**src/rtl/snn_seq_ctrl.sv**
```systemverilog
// Sequencer for a spiking-network classifier: unpacks received image bytes into a 784x1
// input RAM, starts the core, latches its digit and transmits it as an ASCII character.
module snn_seq_ctrl #(
  parameter int unsigned NUM_BYTES  = 98,
  parameter logic [7:0]  ASCII_BASE = 8'h30
) (
  input  logic       clk,
  input  logic       rst,
  input  logic       rx_rdy,
  input  logic [7:0] rx_data,
  input  logic [9:0] core_addr,
  output logic [9:0] ram_addr,
  output logic       ram_we,
  output logic       ram_wdata,
  output logic       core_start,
  input  logic       core_done,
  input  logic [3:0] core_digit,
  output logic       tx_start,
  output logic [7:0] tx_data,
  input  logic       tx_busy,
  output logic [3:0] result,
  output logic       busy,
  output logic       overrun
);

  localparam int unsigned ADDR_W = 10;
  localparam int unsigned BIT_W  = 3;
  localparam int unsigned CNT_W  = (NUM_BYTES > 1) ? $clog2(NUM_BYTES) : 1;
  localparam logic [CNT_W-1:0] LAST_BYTE = CNT_W'(NUM_BYTES - 1);
  localparam logic [BIT_W-1:0] LAST_BIT  = BIT_W'(7);

  typedef enum logic [2:0] {
    LOAD_WAIT = 3'd0,
    SHIFT     = 3'd1,
    START     = 3'd2,
    RUN       = 3'd3,
    TX_WAIT   = 3'd4
  } state_t;

  state_t             r_state;
  state_t             w_state_nxt;
  logic [CNT_W-1:0]   r_byte_cnt;
  logic [BIT_W-1:0]   r_bit_k;
  logic [7:0]         r_shift;
  logic [3:0]         r_result;
  logic [7:0]         r_tx_data;
  logic               r_tx_start;
  logic               r_overrun;
  logic [ADDR_W-1:0]  w_shift_addr;
  logic [7:0]         w_tx_char;
  logic               w_last_bit;
  logic               w_last_byte;

  assign w_last_bit   = (r_bit_k == LAST_BIT);
  assign w_last_byte  = (r_byte_cnt == LAST_BYTE);
  assign w_shift_addr = ADDR_W'((ADDR_W'(r_byte_cnt) << 3) | ADDR_W'(r_bit_k));
  // Digits above 9 have no ASCII numeral, so they are reported as '?'.
  assign w_tx_char    = (r_result > 4'd9) ? 8'h3F : 8'(ASCII_BASE + {4'h0, r_result});

  always_ff @(posedge clk or posedge rst) begin
    if (rst) begin
      r_state <= LOAD_WAIT;
    end else begin
      r_state <= w_state_nxt;
    end
  end

  always_comb begin
    w_state_nxt = r_state;
    case (r_state)
      LOAD_WAIT: if (rx_rdy) w_state_nxt = SHIFT;
      SHIFT: begin
        if (w_last_bit) begin
          w_state_nxt = w_last_byte ? START : LOAD_WAIT;
        end
      end
      START:     w_state_nxt = RUN;
      RUN:       if (core_done) w_state_nxt = TX_WAIT;
      TX_WAIT:   if (!tx_busy) w_state_nxt = LOAD_WAIT;
      default:   w_state_nxt = LOAD_WAIT;
    endcase
  end

  // RAM port belongs to the core except while a byte is being unpacked.
  always_comb begin
    ram_addr   = core_addr;
    ram_we     = 1'b0;
    ram_wdata  = 1'b0;
    core_start = 1'b0;
    busy       = 1'b1;
    case (r_state)
      LOAD_WAIT: busy = 1'b0;
      SHIFT: begin
        ram_addr  = w_shift_addr;
        ram_we    = 1'b1;
        ram_wdata = r_shift[r_bit_k];
      end
      START:     core_start = 1'b1;
      default: ;
    endcase
  end

  always_ff @(posedge clk or posedge rst) begin
    if (rst) begin
      r_byte_cnt <= '0;
      r_bit_k    <= '0;
      r_shift    <= '0;
      r_result   <= '0;
      r_tx_data  <= '0;
      r_tx_start <= 1'b0;
      r_overrun  <= 1'b0;
    end else begin
      r_tx_start <= 1'b0;
      if (rx_rdy) begin
        if (r_state == LOAD_WAIT) begin
          r_shift <= rx_data;
          r_bit_k <= '0;
          if (r_byte_cnt == '0) r_overrun <= 1'b0;
        end else begin
          r_overrun <= 1'b1;
        end
      end
      if (r_state == SHIFT) begin
        r_bit_k <= r_bit_k + BIT_W'(1);
        if (w_last_bit) begin
          r_byte_cnt <= w_last_byte ? '0 : r_byte_cnt + CNT_W'(1);
        end
      end
      if ((r_state == RUN) && core_done) begin
        r_result <= core_digit;
      end
      if ((r_state == TX_WAIT) && !tx_busy) begin
        r_tx_start <= 1'b1;
        r_tx_data  <= w_tx_char;
      end
    end
  end

  assign tx_start = r_tx_start;
  assign tx_data  = r_tx_data;
  assign result   = r_result;
  assign overrun  = r_overrun;

endmodule

```
**config.mk**
```make
export PLATFORM = sky130hd
export DESIGN_NAME = snn_seq_ctrl
export DESIGN_NICKNAME = d
export VERILOG_FILES = /design/src/rtl/snn_seq_ctrl.sv
export SDC_FILE = /design/constraint.sdc
export NUM_CORES = 1
export LEC_CHECK = 0
export BUFFER_PORTS_ARGS = -buffer_cell sky130_fd_sc_hd__buf_4
export CAP_MARGIN = 20
export CORE_UTILIZATION = 47
export CTS_CLUSTER_SIZE = 14
export DETAILED_ROUTE_END_ITERATION = 16
export PLACE_DENSITY = 0.75
export SYNTH_ARGS = -nofsm -noshare
export SYNTH_HDL_FRONTEND = slang
export SYNTH_SLANG_ARGS = --single-unit
```
**constraint.sdc**
```tcl
create_clock -name clk -period 3.4 [get_ports clk]
set_input_delay 1.02 -clock clk [delete_from_list [all_inputs] [get_ports clk]]
set_output_delay 1.02 -clock clk [all_outputs]
set_load 0.03 [all_outputs]
```
==> impl_metrics.tcl, run 1 <==
set metrics [dict create \
    rsz0062_at_grt "false" \
    arrival_ns 2.12 \
    rows 21 \
    clock_sinks 32 \
    r2r_slack_ns 1.51 \
    htree_levels 2 \
    path_class "flip-flop to output pin" \
    ir_drop_mv 0.679 \
    drive_above_1_share_pct 32.6 \
    power_density_nw_per_um2 754 \
    hold_viol_final 0 \
    seq_area_frac_synth_pct 46.7 \
    antenna_found_initial 0 \
    max_freq_mhz 319 \
    vias 1361 \
    grtUsageTotal_pct 19.6 \
    final_cell_mix "buf_4 (53), nand2_1 (36), dfrtp_1 (32), mux2_1 (12), nor2_1 (10)" \
    grt_pass1_vias 1306 \
    clk_pin_slew_worst_paths_ns 0.10 \
    finish.utilization_pct 63.7 \
    io_pins 55 \
    setup_violations 0 \
    cts_resized 0 \
    final_common_cell "buf_4" \
    drt_wl_total_um 3450 \
    antenna_cells 0 \
    finalCritPeriodShare_pct 92.2 \
    fin_skew_ns 0.00490 \
    post_cts_buffers 0 \
    dieArea_um2 3900 \
    yosys_warnings 0 \
    grt_max_degree 33 \
    netlist_area_um2 1720 \
    port_buffers 52 \
    cts_made_buffers 5 \
    synth-seq-cells 32 \
    cp_data_required_time_ns 2.38 \
    p_leak_nw 1.12 \
    synth_cells 168 \
    worstPathMaxFanout 18 \
    cap_violations 0 \
    min_from "r_shift[2]$_DFFE_PP0P_" \
    coreArea_um2 3420 \
    min_to "r_shift[2]$_DFFE_PP0P_" \
    tritoncts "built" \
    r2r_end "r_byte_cnt[6]$_DFFE_PP0P_" \
    start_kind "flip-flop" \
    clock_path_buffers 2 \
    synth_cell_types 37 \
    drt-wirelength-per-cell_um 13.1 \
    grt_overflow 0 \
    place_hpwl_um 2540 \
    hold_depth 2 \
    first_pass_iters 4 \
    place.gp.congestion 0.805 \
    drv_slew 0 \
    ant_nets 0 \
    cp-end-kind "output pin" \
    ff2ff_path_depth 6 \
    grt_pass1_wl_um 5970 \
    fin_nets 249 \
    drt_iter0_markers 33 \
    hold_buffers 0 \
    drc 0 \
    initial_core_util_pct 50.2 \
    clk_latency_ns 0.33 \
    tns_ns 0 \
    cts-root-buf "clkbuf_4" \
    die_y_um 62.4 \
    syn_avg_cell_area_um2 10.2 \
    period_minus_slack_ns 3.14 \
    r2r-start "r_bit_k[0]$_DFFE_PP0P_" \
    syn_to_final_growth_pct 26.8 \
    dieWidth_um 62.4 \
    viasPerCell 5.16 \
    hold_class "flip-flop to flip-flop" \
    outcome "finished clean" \
]
## logic make-up after synthesis
| logic type | count (synthesis) | share of synthesized area (%) |
|---|---|---|
| muxes | 20 | 13.6 |
| and+or+nand+nor | 75 | 22.7 |
| AOI/OAI and AO/OA | 16 | 5.47 |
| buffers and inverters | 17 | 6.64 |
| DFF | 32 | 46.7 |
| other | 1 | 0.219 |
| adders and majority gates | 5 | 3.65 |
| xor gates and xnor gates | 2 | 1.02 |
## cell type report
cell class | count | area (um2)
Clock buffer | 7 | 65.1
Clock inverter | 1 | 30.0
Fill cell | 293 | 1240
Inverter | 5 | 18.8
Multi-Input combinational cell | 120 | 805
Sequential cell | 32 | 801
Tap cell | 46 | 57.6
Timing Repair Buffer | 53 | 398
## registers in the layout, summed over array words and instances (netlist names)
name and count:
r_shift 8, r_byte_cnt 7, tx_data 5, result 4, r_bit_k 3, r_state 3
overrun 1, tx_start 1
## report_power, final
group          total (mW)  switching, mW  internal, mW
Combinational       0.730          0.414         0.316
Sequential          0.585          0.108         0.477
Clock               0.324          0.129         0.195
## worst max path at each step
stage          slack, ns  depth (start not counted)           to                   start
5_1_grt             0.15                          4  ram_addr[5]  r_state[0]$_DFFE_PP0P_
4_1_cts             0.24                          4  ram_addr[5]  r_state[0]$_DFFE_PP0P_
3_3_place_gp        0.70                          4  ram_addr[2]  r_state[0]$_DFFE_PP0P_
6_report            0.26                          4  ram_addr[5]  r_state[0]$_DFFE_PP0P_
2_1_floorplan       0.87                          7    ram_wdata  r_state[0]$_DFFE_PP0P_
3_5_place_dp        0.62                          4  ram_addr[5]  r_state[0]$_DFFE_PP0P_
## Yosys cell counts
| library cell | instances | area share (%) |
|---|---|---|
| a211oi_1 | 1 | 0.44 |
| a21o_1 | 1 | 0.44 |
| a21oi_1 | 4 | 1.2 |
| a22o_1 | 1 | 0.51 |
| a31oi_1 | 1 | 0.36 |
| a32oi_1 | 1 | 0.51 |
| and2_1 | 1 | 0.36 |
| and4_1 | 1 | 0.51 |
| and4bb_1 | 1 | 0.73 |
| buf_2 | 1 | 0.29 |
| buf_4 | 5 | 2.2 |
| buf_6 | 4 | 2.6 |
| clkbuf_1 | 2 | 0.44 |
| conb_1 | 1 | 0.22 |
| dfrtp_1 | 32 | 47 |
| ha_1 | 5 | 3.6 |
| inv_1 | 5 | 1.1 |
| mux2_1 | 12 | 7.9 |
| mux2_2 | 5 | 3.3 |
| mux2i_1 | 2 | 1.2 |
| mux4_2 | 1 | 1.3 |
| nand2_1 | 36 | 7.9 |
| nand3_1 | 9 | 2.6 |
| nand3b_1 | 1 | 0.44 |
| nand4_1 | 5 | 1.8 |
| nand4b_1 | 1 | 0.51 |
| nor2_1 | 10 | 2.2 |
| nor2b_4 | 2 | 1.6 |
| nor3_1 | 3 | 0.88 |
| nor3_2 | 1 | 0.58 |
| nor3b_1 | 1 | 0.44 |
| nor4b_4 | 1 | 1.4 |
| o21ai_0 | 2 | 0.58 |
| o21ai_1 | 5 | 1.5 |
| or2_1 | 1 | 0.36 |
| or3_1 | 1 | 0.36 |
| xnor2_1 | 2 | 1.0 |
## critical path: stages, from the launching register on
cell and delay [ns]:
dfrtp_1 0.56, nor2b_4 0.22, nor2b_4 0.44, mux2_1 0.38, buf_4 0.17
## metrics by stage
| step | hold WS (ns) | total power [mW] | setup slack (ns) | instances | cell area (um2) |
|---|---|---|---|---|---|
| after floorplan | 0.440 | 1.12 | 0.865 | 169 | 1720 |
| after global placement | 0.455 | 1.30 | 0.704 | 256 | 2080 |
| after detailed placement | 0.462 | 1.33 | 0.617 | 256 | 2080 |
| after CTS | 0.487 | 1.65 | 0.239 | 264 | 2170 |
| after global routing | 0.507 | 1.75 | 0.152 | 264 | 2170 |
| final | 0.484 | 1.64 | 0.265 | 264 | 2170 |
## metal layers
| layer | vias up | GRT usage (%) | part of all wire (%) |
|---|---|---|---|
| met3 | 7 | 3.83 | 4.1 |
| met2 | 36 | 32.3 | 50 |
| li1 | 671 | - | - |
| met5 | - | 0 | 0 |
| met1 | 647 | 25.0 | 44 |
| met4 | 0 | 8.72 | 1.8 |
No activity file was read; power rests on OpenSTA's default activity.
==> run 2, diff against run 1 <==
--- a/config.mk
+++ b/config.mk
@@ -10,7 +10,9 @@
 export CORE_UTILIZATION = 47
 export CTS_CLUSTER_SIZE = 14
 export DETAILED_ROUTE_END_ITERATION = 16
+export GPL_TIMING_DRIVEN = 0
 export PLACE_DENSITY = 0.75
+export REMOVE_ABC_BUFFERS = 1
 export SYNTH_ARGS = -nofsm -noshare
 export SYNTH_HDL_FRONTEND = slang
 export SYNTH_SLANG_ARGS = --single-unit
==> run 2 against run 1 <==
- wire length fell by 1.6%
- first-iteration DRC count rose by 73%
- fmax rose by 0.17%
- register-to-register slack barely moved
- largest power group unchanged
- die area did not move
- clock-buffer cell count fell by 2
- critical endpoint is now ram_addr[6]
- sequential power rose by 0.7%
- clock skew rose by 0.00051 ns
- combinational power fell by 0.7%
- global-route usage fell by 0.58 points
==> impl_metrics.tcl, run 2 (same netlist as run 1, synthesis figures left out) <==
set metrics [dict create \
    outcome "finished clean" \
    p_int_mw 0.947 \
    drive_above_1_share_pct 32.6 \
    drc 0 \
    drv_slew 0 \
    largest_register_ffs 8 \
    regMostFlops "r_shift" \
    tritoncts "built" \
    cap_violations 0 \
    rows 21 \
    cts_made_buffers 5 \
    cp_data_required_time_ns 2.38 \
    setup_violations 0 \
    stdcell_area_um2 2180 \
    clock_sinks 32 \
    syn_to_final_growth_pct 27.1 \
    p_leak_nw 1.12 \
    vias 1342 \
    fin_nets 249 \
    comb_power_share_pct 45.5 \
    hold_class "flip-flop to flip-flop" \
    worstPathMaxFanout 18 \
    grtUsageTotal_pct 19.1 \
    antenna_found_initial 0 \
    dieArea_um2 3900 \
    post_cts_buffers 0 \
    rsz0062_at_grt "false" \
    ir_drop_mv 0.419 \
    clkPwrFrac_pct 17.6 \
    tns_ns 0 \
    cts-root-buf "clkbuf_4" \
    io_pins 55 \
    path_class "flip-flop to output pin" \
    final_cell_mix "buf_4 (52), nand2_1 (36), dfrtp_1 (32), mux2_1 (12), nor2_1 (10)" \
    cts_resized 0 \
    power_density_nw_per_um2 732 \
    grt_pass1_wl_um 5930 \
    htree_levels 2 \
    start_kind "flip-flop" \
    grt_overflow 0 \
    ant_nets 0 \
    drt_iter0_markers 57 \
    arrival_ns 2.11 \
    final_common_cell "buf_4" \
    max_freq_mhz 320 \
    post_dp_cell_area_um2 2100 \
    port_buffers 52 \
    seqPwrFrac_pct 37.0 \
    place_hpwl_um 2620 \
    dieWidth_um 62.4 \
    hold_viol_final 0 \
    drt_wl_total_um 3400 \
    die_y_um 62.4 \
    grt_max_degree 24 \
    min_from "r_shift[4]$_DFFE_PP0P_" \
    place.gp.congestion 0.830 \
    drt-wirelength-per-cell_um 12.9 \
    viasPerCell 5.08 \
    finalCritPeriodShare_pct 92.0 \
    coreArea_um2 3420 \
    period_minus_slack_ns 3.13 \
    r2r-start "r_bit_k[0]$_DFFE_PP0P_" \
    grt_pass1_vias 1363 \
    initial_core_util_pct 50.2 \
    fin_skew_ns 0.00542 \
    switching_share_pct 40.6 \
    power.switching_mw 0.648 \
    antenna_cells 0 \
    first_pass_iters 4 \
    crit_start "r_state[0]$_DFFE_PP0P_" \
    cp-end-kind "output pin" \
    hold_buffers 0 \
    clock_path_buffers 2 \
    clk_pin_slew_worst_paths_ns 0.10 \
    clk_latency_ns 0.32 \
]
-- run 2: changes by cell type in the layout (fill, tap and decap cells not counted) --
cell	change
buf_16	+1
clkinvlp_4	+1
clkinv_2	+1
clkbuf_8	-2
buf_4	-1
-- run 2: stage by stage --
stage          worst slack (ns)  utilization, %  total power, mW  hold slack [ns]  cells
4_1_cts                   0.246            63.8             1.61            0.490    264
3_3_place_gp              0.670            60.7             1.30            0.456    255
6_report                  0.270            63.8             1.59            0.485    264
5_1_grt                   0.122            63.8             1.71            0.512    264
3_5_place_dp              0.621            61.5             1.33            0.466    256
2_1_floorplan             0.678               -             1.08            0.440    157
-- run 2: critical path, cell delays in order (launching register included) --
cell and delay [ns]:
dfrtp_1 0.57, nor2b_4 0.22, nor2b_4 0.44, mux2_1 0.38, buf_4 0.17
-- run 2: metal layers --
metal | global-route usage, % | vias to the layer above | part of all wire (%)
met2 | 33.6 | 45 | 51
met1 | 23.5 | 626 | 43
met3 | 4.01 | 3 | 5.3
li1 | - | 668 | -
met5 | 0 | - | 0
met4 | 5.23 | 0 | 0.50
-- run 2: cell type report --
type                    instances  area [um2]
fillers                       295        1240
repair buffers                 53         418
well taps                      46        57.6
clock buffers                   5        37.5
multi-input cells             120         805
flip-flops and latches         32         801
inverters                       5        18.8
clock inverters                 3        42.5
-- run 2: power groups by stage --
stage / registers [mW] / logic [mW] / clock network (mW)
finish: 0.589 / 0.725 / 0.280
detailed placement: 0.596 / 0.730 / 0
global route: 0.604 / 0.792 / 0.311
CTS: 0.587 / 0.734 / 0.293
floorplan: 0.574 / 0.507 / 0
global placement: 0.587 / 0.710 / 0
-- run 2: path summary, 6_finish.rpt --
check	to	cells past startpoint	slack (ns)
setup reg to reg	r_byte_cnt[6]$_DFFE_PP0P_	6	1.50
hold / removal	r_shift[4]$_DFFE_PP0P_	2	0.48
min in group asynchronous	tx_data[4]$_DFFE_PP0P_	2	0.69
max in group asynchronous	r_shift[2]$_DFFE_PP0P_	3	2.25
setup / recovery	ram_addr[6]	4	0.27
hold reg to reg	r_shift[4]$_DFFE_PP0P_	2	0.48
